$ cat config.mk
export PLATFORM = sky130hd
export DESIGN_NAME = fpu_issue_controller
export DESIGN_NICKNAME = d
export VERILOG_FILES = /design/src/rtl/fpu_issue_controller.sv
export SDC_FILE = /design/constraint.sdc
export NUM_CORES = 1
export LEC_CHECK = 0
export ABC_AREA = 1
export ABC_CLOCK_PERIOD_IN_PS = 3100
export BUFFER_PORTS_ARGS = -buffer_cell sky130_fd_sc_hd__buf_2
export CAP_MARGIN = 20
export CORE_AREA = 3 3 98 100
export CTS_BUF_LIST = sky130_fd_sc_hd__clkbuf_4
export DETAILED_ROUTE_END_ITERATION = 8
export DIE_AREA = 0 0 101 103
export PLACE_DENSITY = 0.88
export SLEW_MARGIN = 15
export SYNTH_ARGS = -nofsm -noshare
export SYNTH_HDL_FRONTEND = slang
export SYNTH_SLANG_ARGS = --single-unit
$ cat constraint.sdc
create_clock -name clk -period 3.1 [get_ports clk]
set_input_delay 0.93 -clock clk [delete_from_list [all_inputs] [get_ports clk]]
set_output_delay 0.93 -clock clk [all_outputs]
set_load 0.01 [all_outputs]
$ cat src/rtl/fpu_issue_controller.sv
// Issue controller in front of Fixed_Point_Unit: accepts one operation per request, holds
// operands stable until the unit reports ready, and returns the result with its tag.
module fpu_issue_controller #(
    parameter int WIDTH   = 32,
    parameter int TAG_W   = 5,
    parameter int TIMEOUT = 64
) (
    input  logic             clk,
    input  logic             reset,
    input  logic             req_valid,
    output logic             req_ready,
    input  logic [1:0]       req_op,
    input  logic [WIDTH-1:0] req_operand_1,
    input  logic [WIDTH-1:0] req_operand_2,
    input  logic [TAG_W-1:0] req_tag,
    output logic [1:0]       fpu_operation,
    output logic [WIDTH-1:0] fpu_operand_1,
    output logic [WIDTH-1:0] fpu_operand_2,
    input  logic [WIDTH-1:0] fpu_result,
    input  logic             fpu_ready,
    output logic             rsp_valid,
    input  logic             rsp_ready,
    output logic [WIDTH-1:0] rsp_result,
    output logic [TAG_W-1:0] rsp_tag,
    output logic             rsp_timeout,
    output logic             busy
);

    localparam logic [1:0] FPU_ADD  = 2'b00;
    localparam logic [1:0] FPU_SUB  = 2'b01;
    localparam logic [1:0] FPU_MUL  = 2'b10;
    localparam logic [1:0] FPU_SQRT = 2'b11;

    localparam logic [1:0] S_IDLE  = 2'd0;
    localparam logic [1:0] S_ISSUE = 2'd1;
    localparam logic [1:0] S_WAIT  = 2'd2;
    localparam logic [1:0] S_DONE  = 2'd3;

    localparam int                CNT_W   = (TIMEOUT > 2) ? $clog2(TIMEOUT) : 1;
    localparam logic [CNT_W-1:0]  CNT_MAX = CNT_W'(TIMEOUT - 1);

    logic [1:0]       state_q, state_d;
    logic [1:0]       op_q, op_d;
    logic [WIDTH-1:0] opnd1_q, opnd1_d;
    logic [WIDTH-1:0] opnd2_q, opnd2_d;
    logic [TAG_W-1:0] tag_q, tag_d;
    logic [WIDTH-1:0] result_q, result_d;
    logic             timeout_q, timeout_d;
    logic [CNT_W-1:0] cnt_q, cnt_d;

    always_comb begin
        state_d   = state_q;
        op_d      = op_q;
        opnd1_d   = opnd1_q;
        opnd2_d   = opnd2_q;
        tag_d     = tag_q;
        result_d  = result_q;
        timeout_d = timeout_q;
        cnt_d     = cnt_q;
        case (state_q)
            S_IDLE: begin
                if (req_valid) begin
                    op_d    = req_op;
                    opnd1_d = req_operand_1;
                    opnd2_d = req_operand_2;
                    tag_d   = req_tag;
                    state_d = S_ISSUE;
                end
            end
            S_ISSUE: begin
                cnt_d   = '0;
                state_d = S_WAIT;
            end
            S_WAIT: begin
                // An X or Z on fpu_ready must not complete the operation.
                if (fpu_ready == 1'b1) begin
                    result_d  = fpu_result;
                    timeout_d = 1'b0;
                    state_d   = S_DONE;
                end else if (cnt_q == CNT_MAX) begin
                    result_d  = '0;
                    timeout_d = 1'b1;
                    state_d   = S_DONE;
                end else begin
                    cnt_d = cnt_q + 1'b1;
                end
            end
            S_DONE: begin
                if (rsp_ready) begin
                    state_d = S_IDLE;
                end
            end
            default: state_d = S_IDLE;
        endcase
    end

    always_ff @(posedge clk or negedge reset) begin
        if (!reset) begin
            state_q   <= S_IDLE;
            op_q      <= FPU_ADD;
            opnd1_q   <= '0;
            opnd2_q   <= '0;
            tag_q     <= '0;
            result_q  <= '0;
            timeout_q <= 1'b0;
            cnt_q     <= '0;
        end else begin
            state_q   <= state_d;
            op_q      <= op_d;
            opnd1_q   <= opnd1_d;
            opnd2_q   <= opnd2_d;
            tag_q     <= tag_d;
            result_q  <= result_d;
            timeout_q <= timeout_d;
            cnt_q     <= cnt_d;
        end
    end

    // Outside ISSUE/WAIT the unit sees ADD so its MUL/SQRT stage machines fall back to idle.
    assign fpu_operation = (state_q == S_ISSUE || state_q == S_WAIT) ? op_q : FPU_ADD;
    assign fpu_operand_1 = opnd1_q;
    assign fpu_operand_2 = opnd2_q;

    assign req_ready   = (state_q == S_IDLE);
    assign rsp_valid   = (state_q == S_DONE);
    assign rsp_result  = result_q;
    assign rsp_tag     = tag_q;
    assign rsp_timeout = timeout_q;
    assign busy        = (state_q != S_IDLE);

endmodule
# Yosys cells after proc, flatten, opt, wreduce, memory -nomap -nowiden
# Index checks and enable logic that the tools add are counted.
# totals
reg_bits,112
input_bits,108
wordCells,40
# classes
add_sub_neg,1
eq_ne,9
muxes,13
n_reduce_logical,9
# ops
op,n
32-bit 2-to-1 mux,2
6-bit 2-to-1 mux,2
6-bit one-hot mux with 2 select lines,1
2-bit 2-to-1 mux,5
2-bit one-hot mux with 4 select lines,1
"6-bit by 1-bit adder with 6-bit output, second input constant",1
"6-bit equality test, second input constant",1
"2-bit inequality test, second input constant",3
3-bit AND reduction,2
2-bit nonzero test,3
"2-bit equality test, second input constant",2
2-bit AND reduction,2
"3-bit inequality test, second input constant",1
"2-bit by 1-bit equality test with 1-bit output, second input constant",1
2-bit logical NOT,1
1-bit 2-to-1 mux,2
"2-bit by 1-bit inequality test with 1-bit output, second input constant",1
1-bit logical OR,1

# Longest topological paths before layout
# depth
word_depth,4
depth_mapped,8

# Worst setup path before layout
# OpenSTA, ideal clock, no wires.
# synth_timing
path_kind,register to output
from,register state_q[0]
to,output port fpu_operation[0]
arrival_ps,878
slack_ps,1292
stages_incl_launch_ff,5
n_path_buf,0
path_cell_list,dfrtp_1 inv_1 ha_1 nand2_1 inv_1
# synth_via
elab_chain_cells,3
elab_cells_between_ends,4
classes_between,2 x eq/ne; 1 x mux; 1 x reduce/logical
# synth_lines
element,line,source
from (decl),42,"logic [1:0] state_q, state_d;"
from (signal assigned),108,state_q <= state_d;
2-bit by 1-bit equality test with 1-bit output or 2-bit equality test (tied branches),120,assign fpu_operation = (state_q == S_ISSUE || state_q == S_WAIT) ? op_q : FPU_ADD;
1-bit logical OR (*),120,
2-bit 2-to-1 mux (*),120,
to (decl),16,"output logic [1:0] fpu_operation,"
# Mark *: on every way between the ends. The rest lies on a longest branch, timed or not.

# Worst setup path in the final report
# Ends and elaborated chain as after synthesis.

==> implementation parameters <==
Parameter                              Value

Outcome
  Run status ... finished clean

Pwr
  Max IR drop VDD ... around 0.0005 V
  Part of the power in the clock network ... between 10% and 20%
  Pwr Density ... approximately 970 nW/um^2
  Internal Pwr Total ... around 0.0036 W
  Leak ... between 3 and 4 nW
  Sequential group share of total power ... ~45%
  Psw ... approximately 0.0021 W
  Logic gate share of total power ... about 43%
  Sw frac ... ~37%

Layout
  Fillers ... 677
  Relative area change from synthesis to final layout ... 28.99%
  Fraction of layout cells with a size suffix above 1 ... 53.66%
  Number of antenna cells inserted ... 0
  Design Area, Final ... slightly below 6000 um^2
  Share of the core filled with cells in the final layout ... roughly 66%
  Nets ... roughly 700

Worst setup path
  Worst setup SP type ... flop
  CP max FO ... 4
  Kind of critical path ... flop to primary output
  Required time of the critical path ... between 2000 and 2500 ps
  Reg-to-reg startpoint ... state_q[0]
  Crit path launch ... state_q[0]
  Worst path arrival time ... 1570 ps
  Kind of capture point of the worst setup path ... primary output

Floorplan
  Die boundary height ... between 100 and 150 um
  Number of top-level pins ... between 200 and 250
  Die ar. ... roughly 10000 um^2
  Initial standard-cell utilization of the core ... around half
  # rows ... 34
  Die width ... 101 um
  Area of the core ... 8763 um^2

Global route
  Initial antenna violation count ... 0
  Total Routing Usage GR ... just under 20%
  Number of global-route vias before repair ... 3480
  GRT Residual Overflow ... 0
  First-pass GRT wire length ... approximately 16 mm
  Maximum number of pins on one net before global-route repair ... slightly above 70

Detailed routing
  DRT Pass-1 Iters ... 4
  Vias per Instance ... between 5 and 6
  Average wire length per cell after detail routing ... 15.16 um
  DRC violation count after routing ... 0
  Post-Route WL ... ~11 mm
  DRT antenna net count ... 0
  Via count ... between 3000 and 4000
  Number of DRC markers in iteration 0 ... 96

Place
  Area after DPL ... ~5700 um^2
  Routability Congestion ... 0.7690
  Number of buffers inserted by port buffering ... 214
  Half-perimeter wire length of the detailed placement result ... slightly below 8 mm

Logic synthesis
  Cell area after technology mapping ... 4511 um^2
  Post-Synthesis Mean Instance Area ... about 12 um^2
  Synth unique cells ... 20
  Post-synthesis instance total ... 370
  Synthesized net count ... roughly 480
  Synth Register Bits ... ~110
  Syn. warnings ... 0
  Part of the Yosys area used for sequential elements ... 62.14%

STA
  Number of hold violations in the final report ... 0
  Setup_tns ... 0 ps
  RSZ-0062 raised after global routing ... false
  Remaining max-slew budget at the tightest pin ... between 50% and 60%
  Final worst clock skew ... 16.63 ps
  Period utilization ... 80.67%
  Maximum achievable frequency ... approximately 400 MHz
  Max-slew violations ... 0
  Transition time of the tightest slew-check pin ... a little over 700 ps
  Final-report setup violation count ... 0
  Time the worst path needs with I/O delays and setup ... between 2000 and 3000 ps

Clock tree
  CTS hold repair buffers ... 0
  # resized after CTS ... 0
  Number of CTS-inserted buffers ... 9
  Post-CTS Setup Bufs ... 0
  Number of clock sinks seen by CTS ... 112
  Register clock-pin slew on the reported worst setup and hold paths ... between 150 and 200 ps
  Deepest clock path buffer count ... 2
  Worst skew pair latency ... 440 ps
  TritonCTS clock tree ... yes
  Clock tree root driver cell ... sky130_fd_sc_hd__clkbuf_4
  Level count of the clock H-tree ... 3

Min path
  Class of the tightest hold or removal check ... input port to async pin

Flow run
  Max capacitance violation total ... 0
==> power by group through the flow <==
stage	logic [W]	registers (W)	clock network, W
detailed placement	0.00248	0.00255	0
global route	0.00269	0.00260	0.000792
finish	0.00244	0.00252	0.000707
floorplan	0.00110	0.00284	0
global placement	0.00240	0.00251	0
CTS	0.00248	0.00252	0.000738
==> synth_stat cells <==
| cell | count | share of area, % |
|---|---|---|
| sky130_fd_sc_hd__buf_1 | 2 | 0.17 |
| sky130_fd_sc_hd__ha_1 | 6 | 1.7 |
| sky130_fd_sc_hd__buf_6 | 3 | 0.75 |
| sky130_fd_sc_hd__o21ai_0 | 2 | 0.22 |
| sky130_fd_sc_hd__a21oi_2 | 1 | 0.19 |
| sky130_fd_sc_hd__nor2_1 | 3 | 0.25 |
| sky130_fd_sc_hd__mux2_2 | 71 | 18 |
| sky130_fd_sc_hd__nand2_2 | 1 | 0.14 |
| sky130_fd_sc_hd__or2_2 | 1 | 0.14 |
| sky130_fd_sc_hd__nor2_2 | 1 | 0.14 |
| sky130_fd_sc_hd__o21bai_2 | 1 | 0.25 |
| sky130_fd_sc_hd__dfrtp_1 | 112 | 62 |
| sky130_fd_sc_hd__buf_2 | 11 | 1.2 |
| sky130_fd_sc_hd__nand2_1 | 93 | 7.7 |
| sky130_fd_sc_hd__inv_1 | 14 | 1.2 |
| sky130_fd_sc_hd__a21oi_1 | 1 | 0.11 |
| sky130_fd_sc_hd__o21bai_1 | 1 | 0.17 |
| sky130_fd_sc_hd__nand4_1 | 2 | 0.28 |
| sky130_fd_sc_hd__nand3_1 | 38 | 4.2 |
| sky130_fd_sc_hd__nand3_2 | 6 | 1.3 |
==> sequential cells by signal, indices dropped and copies added (netlist names) <==
register / count
state_q: 2
cnt_q: 6
fpu_operand_1: 32
rsp_timeout: 1
op_q: 2
fpu_operand_2: 32
rsp_tag: 5
rsp_result: 32
==> per-stage QoR <==
stage	worst slack, ps	cells	hold slack [ps]	total power (W)
6_report	599.3	695	507.4	0.005664
5_1_grt	436.0	695	513.9	0.006082
4_1_cts	536.1	695	493.0	0.005743
3_5_place_dp	1064	680	484.5	0.005031
3_3_place_gp	1105	680	479.9	0.004905
2_1_floorplan	1292	370	479.3	0.003938
==> worst max-delay path: stages, from the launching register on <==
cell,delay (ps)
sky130_fd_sc_hd__dfrtp_1,430
sky130_fd_sc_hd__inv_1,100
sky130_fd_sc_hd__ha_1,340
sky130_fd_sc_hd__nand2_1,90
sky130_fd_sc_hd__inv_1,40
sky130_fd_sc_hd__buf_2,130
==> routing by layer <==
layer | vias up | routed length, um | GRT usage (%) | part of all wire [%]
li1 | 1649 | - | - | -
met1 | 1687 | 3795 | 20.92 | 36
met2 | 121 | 5787 | 36.61 | 55
met3 | 31 | 623 | 5.007 | 5.9
met4 | 0 | 329 | 10.53 | 3.1
met5 | - | 0 | 0 | 0
==> final timing paths <==
| check | end | slack [ps] | depth (start not counted) |
|---|---|---|---|
| setup / recovery | fpu_operation[0] | 600 | 5 |
| hold / removal | fpu_operand_2[6] | 510 | 1 |
| setup reg to reg | rsp_result[21] | 1270 | 8 |
| hold reg to reg | rsp_result[3] | 520 | 2 |
| max in group asynchronous | fpu_operand_1[4] | 1810 | 2 |
| min in group clk | rsp_result[3] | 520 | 2 |
==> logic make-up (layout without fill, tap and decap cells) <==
logic type	after synthesis	count (layout)	share of synthesized area, %
flip-flops	112	112	62.14
buffers and inverters	30	247	3.301
AO/OA/AOI/OAI	6	6	0.9431
multiplexers	71	71	17.73
adder cells (fa/ha/maj)	6	6	1.664
AND/OR/NAND/NOR	145	145	14.23
==> area by class of cell <==
| cell class | count | area (um^2) | share of cell area (%) |
|---|---|---|---|
| Sequential cell | 112 | 2803 | 48.17 |
| Multi-Input combinational cell | 228 | 1562 | 26.84 |
| Tap cell | 108 | 135.1 | 2.323 |
| Inverter | 14 | 52.55 | 0.9032 |
| Clock inverter | 6 | 70.07 | 1.204 |
| Timing Repair Buffer | 218 | 1129 | 19.40 |
| Clock buffer | 9 | 67.56 | 1.161 |
==> cells in the final DEF, fill, tap and decap left out, drive strengths merged <==
master / count
buf: 218
dfrtp: 112
nand2: 94
mux2: 71
nand3: 44
inv: 15
clkbuf: 9
ha: 6
nor2: 4
clkinv: 3
nand4: 2
o21ai: 2
o21bai: 2
a21oi: 2
or2: 1
bufinv: 1
clkinvlp: 1
No activity file was read; power rests on OpenSTA's default activity.
